==> src/rtl/vga_timing_pkg.sv <==
// Shared 640x480@60 timing constants, RGB332 field layout and a half-open range helper
// for the VGA sprite overlay.
package vga_timing_pkg;

  localparam int unsigned CNT_W = 11;

  localparam int unsigned H_VISIBLE    = 640;
  localparam int unsigned H_FP         = 16;
  localparam int unsigned H_SYNC       = 96;
  localparam int unsigned H_BP         = 48;
  localparam int unsigned H_TOTAL      = H_VISIBLE + H_FP + H_SYNC + H_BP;
  localparam int unsigned H_SYNC_START = H_VISIBLE + H_FP;
  localparam int unsigned H_SYNC_END   = H_SYNC_START + H_SYNC;

  localparam int unsigned V_VISIBLE    = 480;
  localparam int unsigned V_FP         = 10;
  localparam int unsigned V_SYNC       = 2;
  localparam int unsigned V_BP         = 33;
  localparam int unsigned V_TOTAL      = V_VISIBLE + V_FP + V_SYNC + V_BP;
  localparam int unsigned V_SYNC_START = V_VISIBLE + V_FP;
  localparam int unsigned V_SYNC_END   = V_SYNC_START + V_SYNC;

  localparam int unsigned ADDR_W_DEF = 15;
  localparam int unsigned PIX_W_DEF  = 8;

  localparam int unsigned R_MSB = 7;
  localparam int unsigned R_LSB = 5;
  localparam int unsigned G_MSB = 4;
  localparam int unsigned G_LSB = 2;
  localparam int unsigned B_MSB = 1;
  localparam int unsigned B_LSB = 0;

  typedef struct packed {
    logic [2:0] r;
    logic [2:0] g;
    logic [1:0] b;
  } rgb332_t;

  // True when lo <= val < hi; an empty or inverted span never matches.
  function automatic logic in_span(input logic [CNT_W-1:0] val,
                                   input logic [CNT_W-1:0] lo,
                                   input logic [CNT_W-1:0] hi);
    return (val >= lo) && (val < hi);
  endfunction

endpackage

==> src/rtl/vga_timing_gen.sv <==
// Pixel/line counters with registered active-low sync pulses and a combinational
// blank flag derived from the registered counters.
module vga_timing_gen
  import vga_timing_pkg::*;
#(
  parameter int unsigned H_VISIBLE = vga_timing_pkg::H_VISIBLE,
  parameter int unsigned H_FP      = vga_timing_pkg::H_FP,
  parameter int unsigned H_SYNC    = vga_timing_pkg::H_SYNC,
  parameter int unsigned H_BP      = vga_timing_pkg::H_BP,
  parameter int unsigned V_VISIBLE = vga_timing_pkg::V_VISIBLE,
  parameter int unsigned V_FP      = vga_timing_pkg::V_FP,
  parameter int unsigned V_SYNC    = vga_timing_pkg::V_SYNC,
  parameter int unsigned V_BP      = vga_timing_pkg::V_BP
) (
  input  logic             pixel_clk_i,
  input  logic             rst_ni,
  output logic [CNT_W-1:0] hcount_o,
  output logic [CNT_W-1:0] vcount_o,
  output logic             hs_o,
  output logic             vs_o,
  output logic             blank_o
);

  localparam int unsigned HTOT = H_VISIBLE + H_FP + H_SYNC + H_BP;
  localparam int unsigned HSS  = H_VISIBLE + H_FP;
  localparam int unsigned HSE  = HSS + H_SYNC;
  localparam int unsigned VTOT = V_VISIBLE + V_FP + V_SYNC + V_BP;
  localparam int unsigned VSS  = V_VISIBLE + V_FP;
  localparam int unsigned VSE  = VSS + V_SYNC;

  logic [CNT_W-1:0] h_q, h_d, v_q, v_d;
  logic             hs_q, hs_d, vs_q, vs_d;
  logic             h_wrap;

  always_comb begin
    h_wrap = (h_q == CNT_W'(HTOT - 1));
    h_d    = h_wrap ? '0 : h_q + 1'b1;
    v_d    = v_q;
    if (h_wrap) begin
      v_d = (v_q == CNT_W'(VTOT - 1)) ? '0 : v_q + 1'b1;
    end
    // Sync decodes the next counter values so it lands on the same edge as the counters.
    hs_d = ~in_span(h_d, CNT_W'(HSS), CNT_W'(HSE));
    vs_d = ~in_span(v_d, CNT_W'(VSS), CNT_W'(VSE));
  end

  always_ff @(posedge pixel_clk_i or negedge rst_ni) begin
    if (!rst_ni) begin
      h_q  <= '0;
      v_q  <= '0;
      hs_q <= 1'b1;
      vs_q <= 1'b1;
    end else begin
      h_q  <= h_d;
      v_q  <= v_d;
      hs_q <= hs_d;
      vs_q <= vs_d;
    end
  end

  assign hcount_o = h_q;
  assign vcount_o = v_q;
  assign hs_o     = hs_q;
  assign vs_o     = vs_q;
  assign blank_o  = (h_q >= CNT_W'(H_VISIBLE)) || (v_q >= CNT_W'(V_VISIBLE));

endmodule

==> src/rtl/vga_sprite_overlay.sv <==
// VGA timing plus a single rectangular sprite fetched row-major from an external
// synchronous ROM; colour is valid two cycles after the counters that produced it.
module vga_sprite_overlay
  import vga_timing_pkg::*;
#(
  parameter int unsigned H_VISIBLE = vga_timing_pkg::H_VISIBLE,
  parameter int unsigned H_FP      = vga_timing_pkg::H_FP,
  parameter int unsigned H_SYNC    = vga_timing_pkg::H_SYNC,
  parameter int unsigned H_BP      = vga_timing_pkg::H_BP,
  parameter int unsigned V_VISIBLE = vga_timing_pkg::V_VISIBLE,
  parameter int unsigned V_FP      = vga_timing_pkg::V_FP,
  parameter int unsigned V_SYNC    = vga_timing_pkg::V_SYNC,
  parameter int unsigned V_BP      = vga_timing_pkg::V_BP,
  parameter int unsigned ADDR_W    = ADDR_W_DEF,
  parameter int unsigned PIX_W     = PIX_W_DEF
) (
  input  logic              pixel_clk,
  input  logic              rst,
  input  logic [CNT_W-1:0]  x0,
  input  logic [CNT_W-1:0]  y0,
  input  logic [CNT_W-1:0]  x1,
  input  logic [CNT_W-1:0]  y1,
  input  logic [PIX_W-1:0]  mem_value,
  output logic [ADDR_W-1:0] rom_addr,
  output logic [CNT_W-1:0]  hcounter,
  output logic [CNT_W-1:0]  vcounter,
  output logic              HS,
  output logic              VS,
  output logic              blank,
  output logic [2:0]        R,
  output logic [2:0]        G,
  output logic [1:0]        B
);

  localparam int unsigned PROD_W = 2 * CNT_W;

  logic             inwin, inwin_q;
  logic [CNT_W-1:0] dx, dy, dw;
  rgb332_t          rgb_q, rgb_d;

  vga_timing_gen #(
    .H_VISIBLE (H_VISIBLE),
    .H_FP      (H_FP),
    .H_SYNC    (H_SYNC),
    .H_BP      (H_BP),
    .V_VISIBLE (V_VISIBLE),
    .V_FP      (V_FP),
    .V_SYNC    (V_SYNC),
    .V_BP      (V_BP)
  ) u_timing (
    .pixel_clk_i (pixel_clk),
    .rst_ni      (rst),
    .hcount_o    (hcounter),
    .vcount_o    (vcounter),
    .hs_o        (HS),
    .vs_o        (VS),
    .blank_o     (blank)
  );

  always_comb begin
    inwin = ~blank & in_span(hcounter, x0, x1) & in_span(vcounter, y0, y1);
    dx    = hcounter - x0;
    dy    = vcounter - y0;
    dw    = x1 - x0;
    // Full-width product, then truncate: the ROM wraps for sprites larger than 2**ADDR_W.
    rom_addr = inwin ? ADDR_W'(PROD_W'(dy) * PROD_W'(dw) + PROD_W'(dx)) : '0;

    rgb_d = '0;
    if (inwin_q) begin
      rgb_d.r = mem_value[R_MSB:R_LSB];
      rgb_d.g = mem_value[G_MSB:G_LSB];
      rgb_d.b = mem_value[B_MSB:B_LSB];
    end
  end

  always_ff @(posedge pixel_clk or negedge rst) begin
    if (!rst) begin
      inwin_q <= 1'b0;
      rgb_q   <= '0;
    end else begin
      inwin_q <= inwin;
      rgb_q   <= rgb_d;
    end
  end

  assign R = rgb_q.r;
  assign G = rgb_q.g;
  assign B = rgb_q.b;

endmodule

==> config.mk <==
export PLATFORM = sky130hd
export DESIGN_NAME = vga_sprite_overlay
export DESIGN_NICKNAME = d
export VERILOG_FILES = /design/src/rtl/vga_timing_pkg.sv /design/src/rtl/vga_timing_gen.sv /design/src/rtl/vga_sprite_overlay.sv
export SDC_FILE = /design/constraint.sdc
export NUM_CORES = 1
export LEC_CHECK = 0
export ABC_AREA = 1
export ABC_CLOCK_PERIOD_IN_PS = 9100
export CAP_MARGIN = 20
export CORE_MARGIN = 3
export CORE_UTILIZATION = 52
export DETAILED_ROUTE_END_ITERATION = 6
export PLACE_DENSITY = 0.76
export SETUP_SLACK_MARGIN = 0.2
export SYNTH_ARGS = -nofsm -noshare
export SYNTH_HDL_FRONTEND = slang
export SYNTH_SLANG_ARGS = --single-unit
==> constraint.sdc <==
create_clock -name pixel_clk -period 9.1 [get_ports pixel_clk]
set_input_delay 1.82 -clock pixel_clk [delete_from_list [all_inputs] [get_ports pixel_clk]]
set_output_delay 1.82 -clock pixel_clk [all_outputs]
set_load 0.005 [all_outputs]
# After elaboration in Yosys (flattened, before gate mapping)
# Index checks and enable logic that the tools add are counted.
word_totals:
  ff_bits: 33
  latchBits: 0
  ramBits: 0
  mem_bits_ro: 0
  in_bits: 54
  out_inout_bits: 48
  word_cells: 42
  mem_count: 0
classes:
  addsub: 6
  n_mul: 1
  div: 0
  magnitude_cmp: 10
  eq_ne: 2
  shift: 0
  mux: 5
  n_bitwise: 5
  n_reduce_logical: 5
ops:
  columns: ["op", "count"]
  rows:
  - ["$mux 11", 3]
  - ["$sub 11x11->11", 3]
  - ["$add 11x1->11 const B", 2]
  - ["$eq 11x10->1 const B", 2]
  - ["$ge 11x10->1 const B", 2]
  - ["$ge 11x11->1", 2]
  - ["$ge 11x9->1 const B", 2]
  - ["$lt 11x11->1", 2]
  - ["$add 15x11->15", 1]
  - ["$mul 11x11->15", 1]
  - ["$mux 15", 1]
  - ["$lt 11x10->1 const B", 1]
  - ["$lt 11x9->1 const B", 1]
  - ["$mux 8", 1]
  - ["$logic_and 1x1->1", 4]
  - ["$not 1->1", 3]
  - ["$and 1x1->1", 2]
  - ["$logic_or 1x1->1", 1]

# Depth between registers and ports, before layout
# Gate-level depths: netlist (run 1).
logic_depth:
  depth_word: 6
  ltp_mapped: 34
  ltp_nobuf: 34

# Cells and area by module
# A second synthesis (run 1) with hierarchy kept.
hier_totals:
  cells_unflattened: 1141
  hier_area_um2: 7582.3
by_module_without_submodules:
  columns: ["module", "n_inst", "cells_each", "area_per_inst_um2", "seq_area_each_um2"]
  rows:
  - ["vga_sprite_overlay", 1, 913, 6035.8, 225.2]
  - ["vga_timing_gen", 1, 228, 1546.5, 603.1]

# Least setup slack after synthesis (run 1)
# Ideal clock, no wire load.
synth_path:
  kind: "input to output"
  start: "in x1[0]"
  end: "out rom_addr[14]"
  t_arrival_ps: 7355
  required_ps: 7280
  slack_ps: -75
  cell_stages: 31
  n_path_buf: 1
  cell_sequence: "inv_1 ha_1 inv_1 fa_1 nand2_2 nand2_2 and2_1 xor2_1 clkbuf_1 nand2_1 fa_1 fa_1 fa_1 inv_1 fa_1 inv_1 fa_1 inv_1 ha_1 a21oi_1 o21ai_0 a21oi_1 nor2_1 o21ai_0 nand2_1 nand2_1 nand2_1 a21oi_1 nand3_1 nand2_1 nor2_1"
synth_between:
  elab_chain_cells: 5
  word_cells_on_any_way: 8
  classes_between: "add/sub (2); mul (1); order compare (1); mux (1); bitwise (2); reduce/logical (1)"
synth_rtl:
  columns: ["element", "line_no", "text"]
  rows:
  - ["start, declared", "vga_sprite_overlay.sv:21", "input logic [CNT_W-1:0] x1,"]
  - ["branches (longest 4 deep; another with $mul 11x11->15)", null, null]
  - ["$mux 15 *", "vga_sprite_overlay.sv:66", "rom_addr = inwin ? ADDR_W'(PROD_W'(dy) * PROD_W'(dw) + PROD_W'(dx)) : '0;"]
  - ["end, declared", "vga_sprite_overlay.sv:24", "output logic [ADDR_W-1:0] rom_addr,"]
# Every way passes the cells marked *.

# Worst setup path in the final report (run 1)
layout_path:
  start: "in y0[0]"
  end: "out rom_addr[14]"
layout_between:
  elab_chain_cells: 4
  word_cells_on_any_way: 7
  classes_between: "add/sub (2); mul (1); order compare (1); mux (1); bitwise (1); reduce/logical (1)"
layout_rtl:
  columns: ["element", "line_no", "text"]
  rows:
  - ["start, declared", "vga_sprite_overlay.sv:20", "input logic [CNT_W-1:0] y0,"]
  - ["$sub 11x11->11 / $ge 11x11->1 (equally long branches)", "vga_sprite_overlay.sv:63, vga_timing_pkg.sv:43", null]
  - ["$mul 11x11->15 / $logic_and 1x1->1 (equally long branches)", "vga_sprite_overlay.sv:66, vga_timing_pkg.sv:43", null]
  - ["$add 15x11->15 / $and 1x1->1 (equally long branches)", "vga_sprite_overlay.sv:66, vga_sprite_overlay.sv:61", null]
  - ["$mux 15 *", "vga_sprite_overlay.sv:66", null]
# Every way passes the cells marked *; elsewhere a longest branch is shown, timed or not.

==> results of run 1 <==
## cell families after synthesis
kind of cell	count (synthesis)	share of synthesized area [%]
AOI/OAI and AO/OA	77	6.05
xor gates and xnor gates	34	4.27
adders and majority gates	166	36.9
buffers and inverters	281	14.8
DFF	33	11.6
and+or+nand+nor	442	26.4
## Yosys cell counts, drive strengths merged (2+ instances only)
cell type	n	area share (%)
o21ai	21	1.5
xnor2	10	1.3
a221oi	2	0.24
nor4	6	0.61
dfstp	2	0.73
o2111ai	2	0.24
nand2	271	15
nor2	86	4.6
xor2	24	2.9
inv	271	14
nor3	14	0.98
nor3b	2	0.21
clkbuf	8	0.42
nand3b	3	0.31
ha	91	16
a21boi	2	0.21
dfrtp	31	11
a21oi	42	3.0
a211oi	2	0.21
nand4	7	0.61
fa	75	21
nand3	50	3.7
## layout make-up
class / instances / area (µm²)
multi-input combinational: 719 / 6040
timing repair buffer: 329 / 2780
fill: 793 / 2290
inverter: 272 / 1030
sequential: 33 / 828
tap: 176 / 220
clock buffer: 7 / 153
clock inverter: 1 / 5.00
## stage by stage
stage / total power, W / cell area, µm² / setup WS (ns) / setup TNS [ns]
2_1_floorplan: 0.00174 / 7180 / 0.186 / 0
3_3_place_gp: 0.00251 / 9610 / -0.985 / -5.14
3_5_place_dp: 0.00259 / 9610 / -1.10 / -6.27
4_1_cts: 0.00336 / 10800 / -0.0217 / -0.0217
5_1_grt: 0.00429 / 11100 / -0.319 / -0.905
6_report: 0.00395 / 11100 / -0.133 / -0.163
## state kept, by name, summed over array words and instances, names as in the netlist
name,flops
B,2
G,3
R,3
inwin_q,1
u_timing.hcount_o,11
u_timing.hs_o,1
u_timing.vcount_o,11
u_timing.vs_o,1
## worst max path at each step
stage	from	to	slack (ns)	cells after the start
6_report	y0[0]	rom_addr[14]	-0.13	49
5_1_grt	x1[0]	rom_addr[14]	-0.32	34
4_1_cts	y0[0]	rom_addr[14]	-0.02	35
3_5_place_dp	x0[0]	rom_addr[14]	-1.10	30
3_3_place_gp	x0[0]	rom_addr[14]	-0.99	30
2_1_floorplan	x1[0]	rom_addr[14]	0.19	31
## critical path, delay by kind of cell
kind,cells,cell delay (ns)
AND/OR/NAND/NOR,15,1.23
adder cells (fa/ha/maj),2,0.54
buffers and inverters,32,3.84
## per-layer routing
metal	up-vias	part of all wire [%]
li1	3778	-
met1	3753	40
met2	272	51
met3	77	4.5
met4	2	4.1
met5	-	0.055
## power breakdown
group / total, W / internal (W) / switching (W)
Sequential: 0.000147 / 0.000147 / 0.000000000581
Combinational: 0.00362 / 0.00184 / 0.00179
Clock: 0.000177 / 0.000116 / 0.0000614
Total: 0.00395 / 0.00210 / 0.00185
## timing repair
item	in CTS	in global routing
buffers inserted	58	5
cloned	0	0
endpoints found under the setup margin	10	9
pin swaps	111	40
gates resized for setup	211	66
==> impl_metrics.json, run 1 <==
{
  "outcome": "finished with violations",
  "violations": "setup timing",
  "num_rows": 42,
  "insertion_delay_ns": 0.28,
  "fin_ws_ns": -0.133,
  "rr_worst_depth": 9,
  "io_pins": 102,
  "ir_drop_mv": 0.377,
  "finalHoldViolations": 0,
  "drc": 0,
  "place_congestion": 0.957,
  "synth_cells": 1033,
  "final_cell_mix": "inv_1 (228), nand2_1 (215), buf_4 (203)",
  "tightestPinTransition_ns": 0.600,
  "gr-usage-met1_pct": 38.1,
  "rrSetupSlack_ns": 6.33,
  "die-height_um": 123,
  "grt_busiest_layer": "met2",
  "holdCritPathClass": "flip-flop to flip-flop",
  "period_minus_slack_ns": 9.23,
  "setup_viol": 3,
  "leakagePower_nw": 6.15,
  "path_max_fanout": 3,
  "placed_cells": 1466,
  "cts_max_path_buffers": 2,
  "slew_headroom_pct": 59.9,
  "syn_area_um2": 7150,
  "synth_cell_types": 42,
  "viasPerCell": 5.13,
  "cap_violations": 0,
  "rsz0062_at_grt": "true",
  "drt-initial-drc-count": 459,
  "crit_top_cell": "buf_4",
  "max_stage_delay_ns": 0.41,
  "cts-root-buf": "clkbuf_16",
  "cp_slowest_cell": "fa_2",
  "crit_required_ns": 7.28,
  "initial_core_util_pct": 53.6,
  "final_layout_size_suffix_gt1_share_pct": 32.8,
  "synth_edf_count": 0,
  "holdPathStages": 1,
  "syn_to_final_growth_pct": 54.5,
  "grt_pass1_vias": 8259,
  "hold_slack_ns": 0.513,
  "grt_usage_pct": 31.8,
  "rr_endpoint": "inwin_q$_DFF_PN0_",
  "synth_nets": 1253,
  "cts.sinks": 33,
  "use_met3_pct": 4.25,
  "utilization_pct": 82.8,
  "fin_cells": 1537,
  "firstDrtPassIters": 7,
  "portBuffers": 101,
  "avgSynthCellArea_um2": 6.93,
  "vias": 7882,
  "arrival_ns": 7.41,
  "ant_nets": 0,
  "worstHoldStart": "u_timing.hcount_o[0]$_DFF_PN0_",
  "grt_max_degree": 34,
  "hold_buffers": 0,
  "wl_per_cell_um": 15.5,
  "critical_path_class": "primary input to output port",
  "ys.flop_type": "dfrtp_1",
  "dp_hpwl_um": 16700,
  "nets": 1580,
  "core_um2": 13300,
  "grt_antenna_before_repair": 1,
  "yosys_register_bits": 33,
  "final_max_slew_viol_count": 0,
  "clk_pin_slew_ns": 0.05,
  "grt_first_pass_wirelength_um": 38400,
  "overflow": 0,
  "clock.fmax_ghz": 0.108,
  "final_common_cell": "inv_1",
  "skew_ns": 0.00576,
  "cts_tree": "yes",
  "cts-buffers-inserted": 5,
  "critPathCaptureType": "output port",
  "antenna_cells": 0,
  "pwr_density_cell_nw_per_um2": 357,
  "fin_crit_sh_pct": 101,
  "start_kind": "primary input",
  "r2r_start": "u_timing.hcount_o[6]$_DFF_PN0_",
  "hold_end": "u_timing.hcount_o[0]$_DFF_PN0_",
  "yosys_warnings": 0,
  "fp.dieArea_um2": 15200,
  "wl_um": 23800,
  "ys_async_sr_fraction_pct": 100,
  "grt_use_met2_pct": 57.0,
  "die-width_um": 123,
  "cts-htree-levels": 2,
  "synth-seq-area-share_pct": 11.6
}
(Power assumes the default switching activity.)
==> run 2: changes to the inputs <==
CTS_CLUSTER_SIZE = 14   (was default)
==> results of run 2 <==
No change in the layout: final DEF, timing and power equal those of run 1.
